**src/rtl/lib_arbiter_pkg.sv**
```systemverilog
// Shared types and default sizing for the readout-path arbiters.
package lib_arbiter_pkg;

    typedef enum logic {
        IDLE  = 1'b0,
        GRANT = 1'b1
    } arb_state_e;

    localparam int DEF_N_REQ     = 16;
    localparam int DEF_MAX_BURST = 4;

endpackage

```
**src/rtl/onehot_prio_sel.sv**
```systemverilog
// Lowest-set-bit one-hot select with binary index encode; purely combinational.
module onehot_prio_sel #(
    parameter int N = 16,
    localparam int W = $clog2(N)
) (
    input  logic [N-1:0] req,
    output logic [N-1:0] onehot,
    output logic [W-1:0] idx,
    output logic         any
);

    // Two's-complement trick isolates the lowest set bit.
    assign onehot = req & (~req + {{(N-1){1'b0}}, 1'b1});
    assign any    = |req;

    // Encode the one-hot vector into its bit position.
    always_comb begin
        idx = '0;
        for (int i = 0; i < N; i++) begin
            if (onehot[i]) begin
                idx = idx | W'(i);
            end else begin
                idx = idx;
            end
        end
    end

endmodule

```
**src/rtl/burst_rr_arbiter.sv**
```systemverilog
// Round-robin arbiter with ack handshake and bounded bursts per grant.
// Optional grant revocation on ack timeout is enabled with ARB_TIMEOUT_EN.
module burst_rr_arbiter
    import lib_arbiter_pkg::*;
#(
    parameter int N_REQ     = DEF_N_REQ,
    parameter int MAX_BURST = DEF_MAX_BURST,
`ifdef ARB_TIMEOUT_EN
    parameter int TIMEOUT   = 64,
`endif
    localparam int ADD_W    = $clog2(N_REQ)
) (
    input  logic             clk_i,
    input  logic             reset_i,
    input  logic             enable_i,
    input  logic [N_REQ-1:0] req_i,
    input  logic             ack_i,
    output logic [N_REQ-1:0] gnt_o,
    output logic             gnt_valid_o,
    output logic [ADD_W-1:0] add_o
`ifdef ARB_TIMEOUT_EN
    ,
    output logic             timeout_o
`endif
);

    localparam int BC_W = (MAX_BURST > 1) ? $clog2(MAX_BURST) : 1;

    arb_state_e       state;
    logic [N_REQ-1:0] mask;
    logic [N_REQ-1:0] masked_req;
    logic [N_REQ-1:0] m_oh;
    logic [N_REQ-1:0] r_oh;
    logic [N_REQ-1:0] sel_oh;
    logic [N_REQ-1:0] new_mask;
    logic [ADD_W-1:0] m_idx;
    logic [ADD_W-1:0] r_idx;
    logic [ADD_W-1:0] sel_idx;
    logic             m_any;
    logic             r_any;
    logic             cur_req;
    logic             burst_ok;
    logic             tmo_hit;
    logic             keep;
    logic             rearb;
    logic [BC_W-1:0]  burst_cnt;

    assign masked_req = req_i & mask;

    onehot_prio_sel #(.N(N_REQ)) u_sel_masked (
        .req    (masked_req),
        .onehot (m_oh),
        .idx    (m_idx),
        .any    (m_any)
    );

    onehot_prio_sel #(.N(N_REQ)) u_sel_raw (
        .req    (req_i),
        .onehot (r_oh),
        .idx    (r_idx),
        .any    (r_any)
    );

    // Prefer requesters above the last grantee, wrap to the raw vector otherwise.
    always_comb begin
        if (m_any) begin
            sel_oh  = m_oh;
            sel_idx = m_idx;
        end else begin
            sel_oh  = r_oh;
            sel_idx = r_idx;
        end
    end

    // Next mask keeps only positions strictly above the new grantee.
    always_comb begin
        new_mask = '0;
        for (int i = 0; i < N_REQ; i++) begin
            if (i > int'(sel_idx)) begin
                new_mask[i] = 1'b1;
            end else begin
                new_mask[i] = 1'b0;
            end
        end
    end

    assign cur_req  = |(req_i & gnt_o);
    assign burst_ok = (int'(burst_cnt) + 1) < MAX_BURST;
    assign keep     = ack_i && burst_ok && cur_req;
    assign rearb    = !cur_req || (ack_i && !burst_ok) || tmo_hit;

`ifdef ARB_TIMEOUT_EN
    localparam int TO_W = $clog2(TIMEOUT + 1);
    logic [TO_W-1:0] tmo_cnt;

    assign tmo_hit = (state == GRANT) && !ack_i && (tmo_cnt == TO_W'(TIMEOUT - 1));

    // Ack-wait counter; a hit revokes the grant like a withdrawn request.
    always_ff @(posedge clk_i or posedge reset_i) begin
        if (reset_i) begin
            tmo_cnt   <= '0;
            timeout_o <= 1'b0;
        end else if (enable_i) begin
            timeout_o <= tmo_hit;
            if ((state == GRANT) && !ack_i && !rearb) begin
                tmo_cnt <= tmo_cnt + TO_W'(1);
            end else begin
                tmo_cnt <= '0;
            end
        end
    end
`else
    assign tmo_hit = 1'b0;
`endif

    // Arbitration FSM; all outputs register on the same edge as the state.
    always_ff @(posedge clk_i or posedge reset_i) begin
        if (reset_i) begin
            state       <= IDLE;
            mask        <= '1;
            burst_cnt   <= '0;
            gnt_o       <= '0;
            gnt_valid_o <= 1'b0;
            add_o       <= '0;
        end else if (enable_i) begin
            case (state)
                IDLE: begin
                    if (r_any) begin
                        state       <= GRANT;
                        mask        <= new_mask;
                        burst_cnt   <= '0;
                        gnt_o       <= sel_oh;
                        gnt_valid_o <= 1'b1;
                        add_o       <= sel_idx;
                    end else begin
                        state <= IDLE;
                    end
                end
                GRANT: begin
                    if (rearb && r_any) begin
                        mask        <= new_mask;
                        burst_cnt   <= '0;
                        gnt_o       <= sel_oh;
                        gnt_valid_o <= 1'b1;
                        add_o       <= sel_idx;
                    end else if (rearb) begin
                        state       <= IDLE;
                        burst_cnt   <= '0;
                        gnt_o       <= '0;
                        gnt_valid_o <= 1'b0;
                        add_o       <= '0;
                    end else if (keep) begin
                        burst_cnt <= burst_cnt + BC_W'(1);
                    end else begin
                        burst_cnt <= burst_cnt;
                    end
                end
                default: begin
                    state       <= IDLE;
                    burst_cnt   <= '0;
                    gnt_o       <= '0;
                    gnt_valid_o <= 1'b0;
                    add_o       <= '0;
                end
            endcase
        end
    end

endmodule

```
**config.mk**
```make
export PLATFORM = sky130hd
export DESIGN_NAME = burst_rr_arbiter
export DESIGN_NICKNAME = d
export VERILOG_FILES = /design/src/rtl/lib_arbiter_pkg.sv /design/src/rtl/onehot_prio_sel.sv /design/src/rtl/burst_rr_arbiter.sv
export SDC_FILE = /design/constraint.sdc
export NUM_CORES = 1
export LEC_CHECK = 0
export CELL_PAD_IN_SITES_DETAIL_PLACEMENT = 2
export CELL_PAD_IN_SITES_GLOBAL_PLACEMENT = 2
export CORE_MARGIN = 3
export CORE_UTILIZATION = 32
export DETAILED_ROUTE_END_ITERATION = 10
export PLACE_DENSITY_LB_ADDON = 0.1
export SLEW_MARGIN = 25
export SYNTH_ARGS = -nofsm -noshare
export SYNTH_HDL_FRONTEND = slang
export SYNTH_SLANG_ARGS = --single-unit
```
**constraint.sdc**
```tcl
create_clock -name clk_i -period 2.4 [get_ports clk_i]
set_clock_uncertainty 0.05 [all_clocks]
set_input_delay 0.36 -clock clk_i [delete_from_list [all_inputs] [get_ports clk_i]]
set_output_delay 0.36 -clock clk_i [all_outputs]
set_load 0.01 [all_outputs]
```
==> run_results.csv <==
group,metric,value,unit
run_status,outcome,"finished, final reports clean",
critical_path,worstPathCellList,"clkdlybuf4s50_1 > or2_2 > o41ai_2 > a21oi_1 > o21ai_2 > nand2_2 > nor3_4 > a22o_1",
synthesis,synth_ff_type,"dfrtp_1",
floorplan,die_w,91.69,um
critical_path,cp-end-kind,"register",
cells_and_area,stdcell_count,450,
critical_path,reg2reg_depth,7,
cts,clk-insertion-delay-late,0.31,ns
floorplan,start_util,33.84,%
placement,port_buffers,40,
route,drc,0,
cts,clock_sinks,40,
cts,cts_buffer_depth,2,
global_routing,grt-ovfl-total,0,
critical_path,rrSetupSlack,0.18,ns
synthesis,seq_area_frac_synth,43.45,%
cells_and_area,fin_util,51.48,%
critical_path,cp-start-kind,"input port",
floorplan,dieArea,8407,um^2
floorplan,ioPinCount,41,
cells_and_area,num-fill-cells,714,
sta,tns,0,ns
synthesis,yosysWarnings,0,
sta,setup_viol,0,
sta,relSlewSlack,63.98,%
synthesis,synth_cell_types,53,
synthesis,synth_cells,248,
synthesis,synth-edff-count,0,
critical_path,cp_slowest_cell,"clkdlybuf4s50_1",
floorplan,coreArea,6944,um^2
critical_path,endpoint,"gnt_o[15]$_DFFE_PP0P_",
critical_path,cp_top_family,"compound AO/OA/AOI/OAI gates",
critical_path,worstSetupPathDepth,8,
critical_path,r2r-start,"mask[2]$_DFFE_PP1P_",
route,wirelength,10970,um
global_routing,grt_pass1_wl,16200,um
synthesis,synth_top_area_share,25.56,%
sta,finalCritPeriodShare,99.02,%
floorplan,die_h,91.69,um
sta,post-route-min-period,2.377,ns
cts,cts_buffers,5,
job,cap_viol_max_count,0,
cells_and_area,nNetsFinal,374,
placement,dp_hpwl,7426,um
cts,clkSlewWorstSetupHoldPaths,0.08,ns
placement,place_inst,437,
sta,hold_viol,0,
route,antenna_left,0,
critical_path,crit_arrival,2.57,ns
critical_path,cp_slowest_stage_delay,0.45,ns
cts,cts-root-buf,"clkbuf_8",
global_routing,grt_pass1_vias,2865,
cts,cts_hold_buffers,0,
global_routing,track_usage,25.01,%
route,first_pass_iters,4,
cells_and_area,diodes,0,
route,detail_route.wl_per_cell,24.38,um
synthesis,synth_area,2350,um^2
cts,h-tree-depth,2,
synthesis,ys_ff_latch,40,
critical_path,cp.required,2.59,ns
cells_and_area,area_growth,52.13,%
worst_hold_path,hold_path.class,"input port to asynchronous set/reset pin",
sta,finalMaxSlewViolations,0,
pwr,powerDensity,1081,nW/um^2
placement,gp_congestion,0.8868,
synthesis,avgSynthCellArea,9.475,um^2
route,first_iter_violations,125,
cts,cts_tree,"yes",
floorplan,rows,30,
synthesis,synthTopCellsByArea,"dfrtp_1 26%, dfstp_2 18%, nand2_1 6.1%",
synthesis,async_flop_share,100.0,%
pwr,ir_drop,0.5065,mV
critical_path,worst-setup-path-type,"input port to register",
pwr,fin_total_pwr,3865,uW
sta,worst_slew_pin_slew,0.5404,ns
critical_path,critical_path.startpoint,"req_i[10]",
pwr,leakage,0.001527,uW
critical_path,r2r_end,"mask[5]$_DFFE_PP1P_",
synthesis,syn_nets,269,
route,vias,2552,
synthesis,yosysTopAreaCell,"dfrtp_1",
global_routing,grt_max_degree,41,
route,viasPerCell,5.671,
critical_path,path_max_fanout,5,
sta,max_freq,0.4208,GHz
global_routing,antenna_found_initial,0,
cells_and_area,drive_gt1_share,35.88,%
critical_path,critPathBufInv,1,
## Yosys cell counts, types with 2 or more instances
library cell / instances
a21o_1: 2
nor2_1: 22
o2111ai_1: 2
buf_2: 9
nand2_1: 38
nand4_1: 5
a32o_1: 12
o21ai_0: 21
a21oi_1: 12
a22o_1: 7
nand3_1: 5
and2_1: 6
dfstp_2: 16
a22oi_1: 11
o21a_1: 3
nor4_1: 2
o41ai_1: 2
nor3_1: 2
o31ai_1: 6
mux2_2: 2
inv_1: 4
a211oi_1: 2
buf_6: 2
a32oi_1: 2
dfrtp_1: 24
nand4_2: 2
## logic make-up after synthesis
| kind of cell | Yosys count | share of synthesized area [%] |
|---|---|---|
| flip-flops | 40 | 43.45 |
| buffers and inverters | 16 | 3.674 |
| AND/OR/NAND/NOR | 95 | 21.25 |
| adder cells (fa/ha/maj) | 1 | 0.5324 |
| multiplexers | 2 | 0.9584 |
| AO/OA/AOI/OAI | 94 | 30.14 |
## worst min path at each step
stage / start / endpoint / slack, ns / cells after the start
2_1_floorplan: mask[3]$_DFFE_PP1P_ / mask[3]$_DFFE_PP1P_ / 0.42 / 2
3_3_place_gp: gnt_valid_o$_DFFE_PP0P_ / gnt_valid_o$_DFFE_PP0P_ / 0.41 / 2
3_5_place_dp: add_o[3]$_DFFE_PP0P_ / add_o[3]$_DFFE_PP0P_ / 0.42 / 1
4_1_cts: add_o[3]$_DFFE_PP0P_ / add_o[3]$_DFFE_PP0P_ / 0.44 / 1
5_1_grt: add_o[3]$_DFFE_PP0P_ / add_o[3]$_DFFE_PP0P_ / 0.47 / 1
6_report: reset_i / add_o[3]$_DFFE_PP0P_ / 0.44 / 3
## final cells by class
cell class	count	area (um^2)	area share, %
clock buffers	6	93.84	2.625
clock inverters	2	12.51	0.3500
inverters	4	15.01	0.4200
multi-input cells	192	1350	37.77
flip-flops and latches	40	1021	28.56
well taps	96	120.1	3.360
repair buffers	110	962.2	26.92
## cell usage in the layout, fill, tap and decap left out, drive strengths merged, types with 2 or more instances in the layout
cell / synthesis / final
nor3: 3 / 3
o41ai: 2 / 2
o31ai: 6 / 6
a32oi: 2 / 2
a221oi: 2 / 2
clkbuf: 1 / 6
a22oi: 12 / 12
inv: 4 / 4
nor2: 24 / 24
nand4: 7 / 7
clkdlybuf4s50: 0 / 31
nand2: 38 / 38
o2111ai: 2 / 2
and2: 7 / 7
dfrtp: 24 / 24
nor4: 3 / 3
dlymetal6s2s: 0 / 6
dlygate4sd2: 0 / 3
o21ai: 22 / 22
a211oi: 2 / 2
a21o: 2 / 2
dfstp: 16 / 16
nand3: 5 / 5
a22o: 7 / 7
o21a: 3 / 3
o211ai: 2 / 2
a32o: 12 / 12
a21oi: 12 / 12
mux2: 2 / 2
buf: 11 / 70
## state kept, by name, indices dropped and copies added (netlist names)
name and flops:
add_o 4, gnt_o 16, gnt_valid_o 1, mask 16, state 1, burst_cnt 2
## timing repair
| item | in CTS | in global routing |
|---|---|---|
| endpoints found under the setup margin | 13 | 36 |
| resized for setup | 11 | 22 |
| pin swaps | 3 | 4 |
| setup buffers | 1 | 4 |
| endpoints found under the hold margin | 0 | 0 |
## power by group
part	total (uW)	switching [uW]	internal [uW]	leakage, uW
clock network	544	278	267	0.0000523
logic	2160	1180	982	0.000990
registers	1160	213	951	0.000484
total	3870	1670	2200	0.00153
## per-layer routing
metal	routed length (um)	vias up	GRT usage [%]
met4	220	0	5.693
li1	-	1157	-
met2	5558	75	42.36
met3	445	18	4.184
met5	0	-	0
met1	4747	1302	33.49
## stage by stage
stage | hold WS (ns) | instance area (um^2) | worst slack [ns]
2_1_floorplan | 0.4166 | 2350 | 0.3714
3_3_place_gp | 0.4094 | 3312 | -0.3139
3_5_place_dp | 0.4192 | 3312 | -0.3470
4_1_cts | 0.4430 | 3451 | 0.02063
5_1_grt | 0.4707 | 3575 | -0.1068
6_report | 0.4355 | 3575 | 0.02349
## worst min-delay path: cells and delay by family
family	cells	cell delay (ns)
buffers and inverters	3	0.88
No activity file was read; power rests on OpenSTA's default activity.
